[src/rtl/eeprom_seq_pkg.sv]
// Shared definitions for the EEPROM request sequencer: state encoding,
// engine command codes, counter width and default timing constants.
package eeprom_seq_pkg;

    localparam int CNT_W     = 24;
    localparam int CNT_LIMIT = 32'sd1 <<< CNT_W;

    localparam logic [1:0] CMD_NONE = 2'b00;
    localparam logic [1:0] CMD_WR   = 2'b01;
    localparam logic [1:0] CMD_RD   = 2'b10;

    // 5 ms / 40 ms / 4 cycles at 50 MHz
    localparam int TWR_CYCLES_DEF     = 32'sd250000;
    localparam int TIMEOUT_CYCLES_DEF = 32'sd2000000;
    localparam int ENG_RST_CYCLES_DEF = 32'sd4;

    typedef enum logic [2:0] {
        ST_IDLE  = 3'd0,
        ST_ISSUE = 3'd1,
        ST_WAIT  = 3'd2,
        ST_ABORT = 3'd3,
        ST_TWR   = 3'd4
    } seqState_t;

    // The timer flags done when it reaches zero, so a span of N cycles
    // is loaded as N-1.
    function automatic logic [CNT_W-1:0] termCount(input int cycles);
        return CNT_W'(cycles - 32'sd1);
    endfunction

endpackage

[src/rtl/i2c_cycle_timer.sv]
// Load/enable down-counter with a zero flag. Load has priority over
// counting; the count saturates at zero.
module i2c_cycle_timer
    import eeprom_seq_pkg::*;
(
    input  logic             CLK,
    input  logic             RSTn,
    input  logic             load,
    input  logic [CNT_W-1:0] loadVal,
    input  logic             en,
    output logic             cntDone
);

    logic [CNT_W-1:0] count_r;

    // Count register: load, otherwise decrement while enabled and non-zero.
    always_ff @(posedge CLK or negedge RSTn) begin
        if (!RSTn) begin
            count_r <= {CNT_W{1'b0}};
        end else if (load) begin
            count_r <= loadVal;
        end else if (en && (count_r != {CNT_W{1'b0}})) begin
            count_r <= count_r - {{(CNT_W-1){1'b0}}, 1'b1};
        end else begin
            count_r <= count_r;
        end
    end

    assign cntDone = (count_r == {CNT_W{1'b0}});

endmodule

[src/rtl/eeprom_req_sequencer.sv]
// Command stage in front of the I2C EEPROM engine: accepts one read or
// write request, holds the engine command until Done_Sig, returns the
// response, enforces the tWR gap after writes and resets a hung engine.
module eeprom_req_sequencer
    import eeprom_seq_pkg::*;
#(
    parameter int TWR_CYCLES     = TWR_CYCLES_DEF,
    parameter int TIMEOUT_CYCLES = TIMEOUT_CYCLES_DEF,
    parameter int ENG_RST_CYCLES = ENG_RST_CYCLES_DEF
) (
    input  logic       CLK,
    input  logic       RSTn,
    input  logic       Req_Valid,
    output logic       Req_Ready,
    input  logic       Req_Wr,
    input  logic [7:0] Req_Addr,
    input  logic [7:0] Req_WrData,
    output logic       Rsp_Valid,
    output logic       Rsp_Err,
    output logic [7:0] Rsp_RdData,
    output logic [1:0] Start_Sig,
    output logic [7:0] Addr_Sig,
    output logic [7:0] WrData,
    input  logic [7:0] RdData,
    input  logic       Done_Sig,
    output logic       Eng_RSTn,
    output logic       Busy
);

    if ((TWR_CYCLES < 32'sd1) || (TWR_CYCLES >= CNT_LIMIT) ||
        (TIMEOUT_CYCLES < 32'sd1) || (TIMEOUT_CYCLES >= CNT_LIMIT) ||
        (ENG_RST_CYCLES < 32'sd1) || (ENG_RST_CYCLES >= CNT_LIMIT)) begin : g_param_check
        $error("eeprom_req_sequencer: timing parameters must be in 1 .. 2^24-1");
    end

    seqState_t        state_r;
    seqState_t        nextState_s;
    logic             cmdWr_r;
    logic             cmdWrNext_s;
    logic             accept_s;
    logic             reqReadyNext_s;
    logic [1:0]       startNext_s;
    logic [7:0]       addrNext_s;
    logic [7:0]       wrDataNext_s;
    logic             rspValidNext_s;
    logic             rspErrNext_s;
    logic [7:0]       rspRdDataNext_s;
    logic             engRstnNext_s;
    logic             tmrLoad_s;
    logic [CNT_W-1:0] tmrLoadVal_s;
    logic             tmrEn_s;
    logic             tmrDone_s;

    assign accept_s = Req_Valid & Req_Ready;

    // One timer serves the timeout, the engine-reset pulse and tWR; they never overlap.
    i2c_cycle_timer u_timer (
        .CLK     (CLK),
        .RSTn    (RSTn),
        .load    (tmrLoad_s),
        .loadVal (tmrLoadVal_s),
        .en      (tmrEn_s),
        .cntDone (tmrDone_s)
    );

    // Next-state and next-output decode; every output defaults to its idle or held value.
    always_comb begin
        nextState_s     = state_r;
        cmdWrNext_s     = cmdWr_r;
        reqReadyNext_s  = 1'b0;
        startNext_s     = Start_Sig;
        addrNext_s      = Addr_Sig;
        wrDataNext_s    = WrData;
        rspValidNext_s  = 1'b0;
        rspErrNext_s    = 1'b0;
        rspRdDataNext_s = 8'h00;
        engRstnNext_s   = 1'b1;
        tmrLoad_s       = 1'b0;
        tmrLoadVal_s    = {CNT_W{1'b0}};
        tmrEn_s         = 1'b0;

        case (state_r)
            ST_IDLE: begin
                if (accept_s) begin
                    cmdWrNext_s  = Req_Wr;
                    addrNext_s   = Req_Addr;
                    wrDataNext_s = Req_WrData;
                    nextState_s  = ST_ISSUE;
                end else begin
                    reqReadyNext_s = 1'b1;
                end
            end
            ST_ISSUE: begin
                startNext_s  = cmdWr_r ? CMD_WR : CMD_RD;
                tmrLoad_s    = 1'b1;
                tmrLoadVal_s = termCount(TIMEOUT_CYCLES);
                nextState_s  = ST_WAIT;
            end
            ST_WAIT: begin
                // Done_Sig is tested first so it wins over a coincident timeout.
                if (Done_Sig) begin
                    startNext_s    = CMD_NONE;
                    rspValidNext_s = 1'b1;
                    if (cmdWr_r) begin
                        tmrLoad_s    = 1'b1;
                        tmrLoadVal_s = termCount(TWR_CYCLES);
                        nextState_s  = ST_TWR;
                    end else begin
                        rspRdDataNext_s = RdData;
                        nextState_s     = ST_IDLE;
                    end
                end else if (tmrDone_s) begin
                    startNext_s   = CMD_NONE;
                    engRstnNext_s = 1'b0;
                    tmrLoad_s     = 1'b1;
                    tmrLoadVal_s  = termCount(ENG_RST_CYCLES);
                    nextState_s   = ST_ABORT;
                end else begin
                    tmrEn_s = 1'b1;
                end
            end
            ST_ABORT: begin
                if (tmrDone_s) begin
                    rspValidNext_s = 1'b1;
                    rspErrNext_s   = 1'b1;
                    nextState_s    = ST_IDLE;
                end else begin
                    engRstnNext_s = 1'b0;
                    tmrEn_s       = 1'b1;
                end
            end
            ST_TWR: begin
                if (tmrDone_s) begin
                    nextState_s = ST_IDLE;
                end else begin
                    tmrEn_s = 1'b1;
                end
            end
            default: begin
                startNext_s = CMD_NONE;
                nextState_s = ST_IDLE;
            end
        endcase
    end

    // State and registered outputs.
    always_ff @(posedge CLK or negedge RSTn) begin
        if (!RSTn) begin
            state_r    <= ST_IDLE;
            cmdWr_r    <= 1'b0;
            Req_Ready  <= 1'b1;
            Start_Sig  <= CMD_NONE;
            Addr_Sig   <= 8'h00;
            WrData     <= 8'h00;
            Rsp_Valid  <= 1'b0;
            Rsp_Err    <= 1'b0;
            Rsp_RdData <= 8'h00;
            Eng_RSTn   <= 1'b1;
            Busy       <= 1'b0;
        end else begin
            state_r    <= nextState_s;
            cmdWr_r    <= cmdWrNext_s;
            Req_Ready  <= reqReadyNext_s;
            Start_Sig  <= startNext_s;
            Addr_Sig   <= addrNext_s;
            WrData     <= wrDataNext_s;
            Rsp_Valid  <= rspValidNext_s;
            Rsp_Err    <= rspErrNext_s;
            Rsp_RdData <= rspRdDataNext_s;
            Eng_RSTn   <= engRstnNext_s;
            Busy       <= (nextState_s != ST_IDLE);
        end
    end

endmodule

[config.mk]
export PLATFORM = sky130hd
export DESIGN_NAME = eeprom_req_sequencer
export DESIGN_NICKNAME = d
export VERILOG_FILES = /design/src/rtl/eeprom_seq_pkg.sv /design/src/rtl/i2c_cycle_timer.sv /design/src/rtl/eeprom_req_sequencer.sv
export SDC_FILE = /design/constraint.sdc
export NUM_CORES = 1
export LEC_CHECK = 0
export BUFFER_PORTS_ARGS = -buffer_cell sky130_fd_sc_hd__buf_2
export CORE_UTILIZATION = 27
export DETAILED_ROUTE_END_ITERATION = 10
export PLACE_DENSITY = 0.56
export SKIP_LAST_GASP = 1
export SYNTH_ARGS = -nofsm -noshare
export SYNTH_HDL_FRONTEND = slang
export SYNTH_SLANG_ARGS = --single-unit
[constraint.sdc]
create_clock -name CLK -period 3 [get_ports CLK]
set_input_delay 0.3 -clock CLK [delete_from_list [all_inputs] [get_ports CLK]]
set_output_delay 0.3 -clock CLK [all_outputs]
set_load 0.005 [all_outputs]
==> run summary <==
worst path cell trace = inv_1, ha_1, nor4b_1, and4_1, nand3_1, a311oi_4, a211oi_1, a211oi_1
cell accounting for the most synthesized area = dfrtp_1
layout cells sized above 1 = 30.1%
final core occ = 34.8%
synthesized flop and latch total = 59
WP buf/inv = 1
Starting DRT DRC Count = 127
Synth top area share = 48.7%
Ys Warns = 0
delay-heaviest family, CP = simple AND/OR/NAND/NOR gates
# DRC = 0
Place WS = 268 ps
Die ar. = 11,300 um2
Min-Delay Path Class = primary input to flop
syn_nets = 307
Syn Area/Cell = 10.6 um2
LEAKAGE = 1.55 nW
clk_lat worst skew = 350 ps
clock-pin slew on the worst setup and hold paths = 70 ps
initial antenna violation count = 0
Max Fanout on Critical Path = 8
setup ws final = 376 ps
crit end category = flop
Worst EP required = 3260 ps
Port Buf Inserts = 59
gr usage total = 13.7%
Sequential Area = 1480 um2
clock period minus worst slack = 2620 ps
Max-Slew Margin vs Limit = 54.6%
Root Buffer = clkbuf_8
Seq/Total Area, Yosys = 50.5%
Slew @ Worst Pin = 675 ps
Post-Syn Area = 2930 um2
GPL Wtd Cong = 0.871
io pins = 60
P per Cell Area = 977 nW/um2
Setup-failing EPs final = 0
clk_skew = 7.88 ps
Final Max Tran Viols = 0
Sum Neg Setup Slack = 0 ps
Setup CP Type = flop to flop
cell mode on critical path = a211oi_1
flop2flop setup slack = 380 ps
Mapped Cells = 276
most frequent cells after synthesis = dfrtp_1, nor2_1, a21oi_1, nand2_1, nor3_1
RSZ-0062 raised after global routing = false
Non-Filler Instances = 485
Clock Tree Buf Depth = 2
Area Overhead vs Synth = 24.0%
nets@finish = 375
highest clock rate = 0.381 GHz
Die H = 106 um
Placed Cells = 468
asr flop ratio synth = 100%
Fill cells = 1,076
first-pass GRT wire length = 12.1 mm
CP max-delay cell = a311oi_4
pin count of the biggest net entering global routing = 41
core area = 10,400 um2
crit share post-route = 87.5%
final antenna-violating net count = 0
CTS tree = yes
grt total ovfl = 0
CP startpoint kind = flop
Most used DFF post-synth = dfrtp_1
n_diodes = 0
# clock sinks = 59
postcts setup bufs = 0
Initial Utilization = 28.1%
vias in the first global route = 2,510
via count = 2,426
H-tree levels = 3
Worst EP arrival = 2880 ps
most common cell in the synthesized netlist = dfrtp_1
CTS buffer count = 9
wire length per cell = 14.4 um
Area contributors post-synth = dfrtp_1, mux2_1, mux2_2
count of final hold-check violations = 0
status = completed
row cnt = 37
routed wire length = 6.98 mm
Max Cap Viol = 0
Worst path max stage delay = 520 ps
area of the multi-input gates = 1380 um2
Cell variety after synth = 56
post-DP HPWL = 5.15 mm
Via-to-Cell Ratio = 5.00
number of synthesized flops with an enable pin = 0
Die Wd = 106 um
VDD IR-drop max = 0.000534 V
drt pass-1 iters = 4
cells in the final DEF (no fill, tap or decap), drive strengths merged, types with 3 or more instances in the layout:
cell and count:
a21oi 18, a31oi 5, and2 10, buf 67, clkbuf 11, clkinvlp 3
dfrtp 57, inv 6, mux2 18, nand2 18, nand2b 6, nand3 8
nor2 22, nor2b 4, nor3 11, nor4 10, o21a 6, o21ai 13
o22a 6, or4 4, xnor2 6
where the power goes:
part | total (mW) | leakage, nW | internal (mW) | switching (mW)
Combinational | 1.48 | 0.743 | 0.682 | 0.799
Sequential | 1.30 | 0.711 | 1.07 | 0.234
Clock | 0.762 | 0.0978 | 0.429 | 0.333
Total | 3.55 | 1.55 | 2.18 | 1.37
metrics by stage:
step	hold slack (ps)	power, mW	instance area (um2)
4_1_cts	132	3.59	3630
6_report	147	3.55	3630
3_3_place_gp	280	2.77	3410
5_1_grt	135	3.83	3630
3_5_place_dp	288	2.80	3410
2_1_floorplan	4.41	2.28	2930
sequential cells by signal, summed over array words and instances, names as in the netlist:
signal,flops
Addr_Sig,8
Busy,1
Eng_RSTn,1
Req_Ready,1
Rsp_Err,1
Rsp_RdData,8
Rsp_Valid,1
Start_Sig,2
WrData,8
cmdWr_r,1
state_r,3
u_timer.count_r,24
kinds of logic after synthesis:
logic type      Yosys count  share of synthesized area, %
compound gates           67                          16.2
xor+xnor                  6                          1.79
fa+ha+maj                 2                         0.855
buf+inv                  17                          2.69
flops                    59                          50.5
mux                      19                          7.27
simple gates            106                          20.7
layer usage:
layer	wire length (um)	vias up	global-route usage (%)
li1	-	1154	-
met1	3140	1187	17.6
met2	3290	71	21.2
met3	419	14	4.17
met4	132	0	6.05
met5	0	-	0
what timing repair did:
item,CTS,global route
hold endpoints to repair,18,0
resized for setup,0,1
hold buffers,1,0
setup endpoints to repair,0,1
final timing paths:
kind                                    start             endpoint  depth (start not counted)
min in group asynchronous                RSTn              cmdWr_r                          2
max                        u_timer.count_r[0]  u_timer.count_r[14]                          8
max reg2reg                u_timer.count_r[0]  u_timer.count_r[14]                          8
min reg2reg                       Addr_Sig[7]          Addr_Sig[7]                          1
min                                 RdData[1]        Rsp_RdData[1]                          2
max in group asynchronous                RSTn             Eng_RSTn                          3
area by class of cell:
type | instances | area share, %
clock inverter | 5 | 1.69
clock buffer | 11 | 4.17
sequential | 59 | 40.7
multi-input combinational | 200 | 38.0
timing repair buffer | 68 | 10.1
tap | 136 | 4.69
inverter | 6 | 0.620
Note: power is estimated with default switching activity, not from simulation.
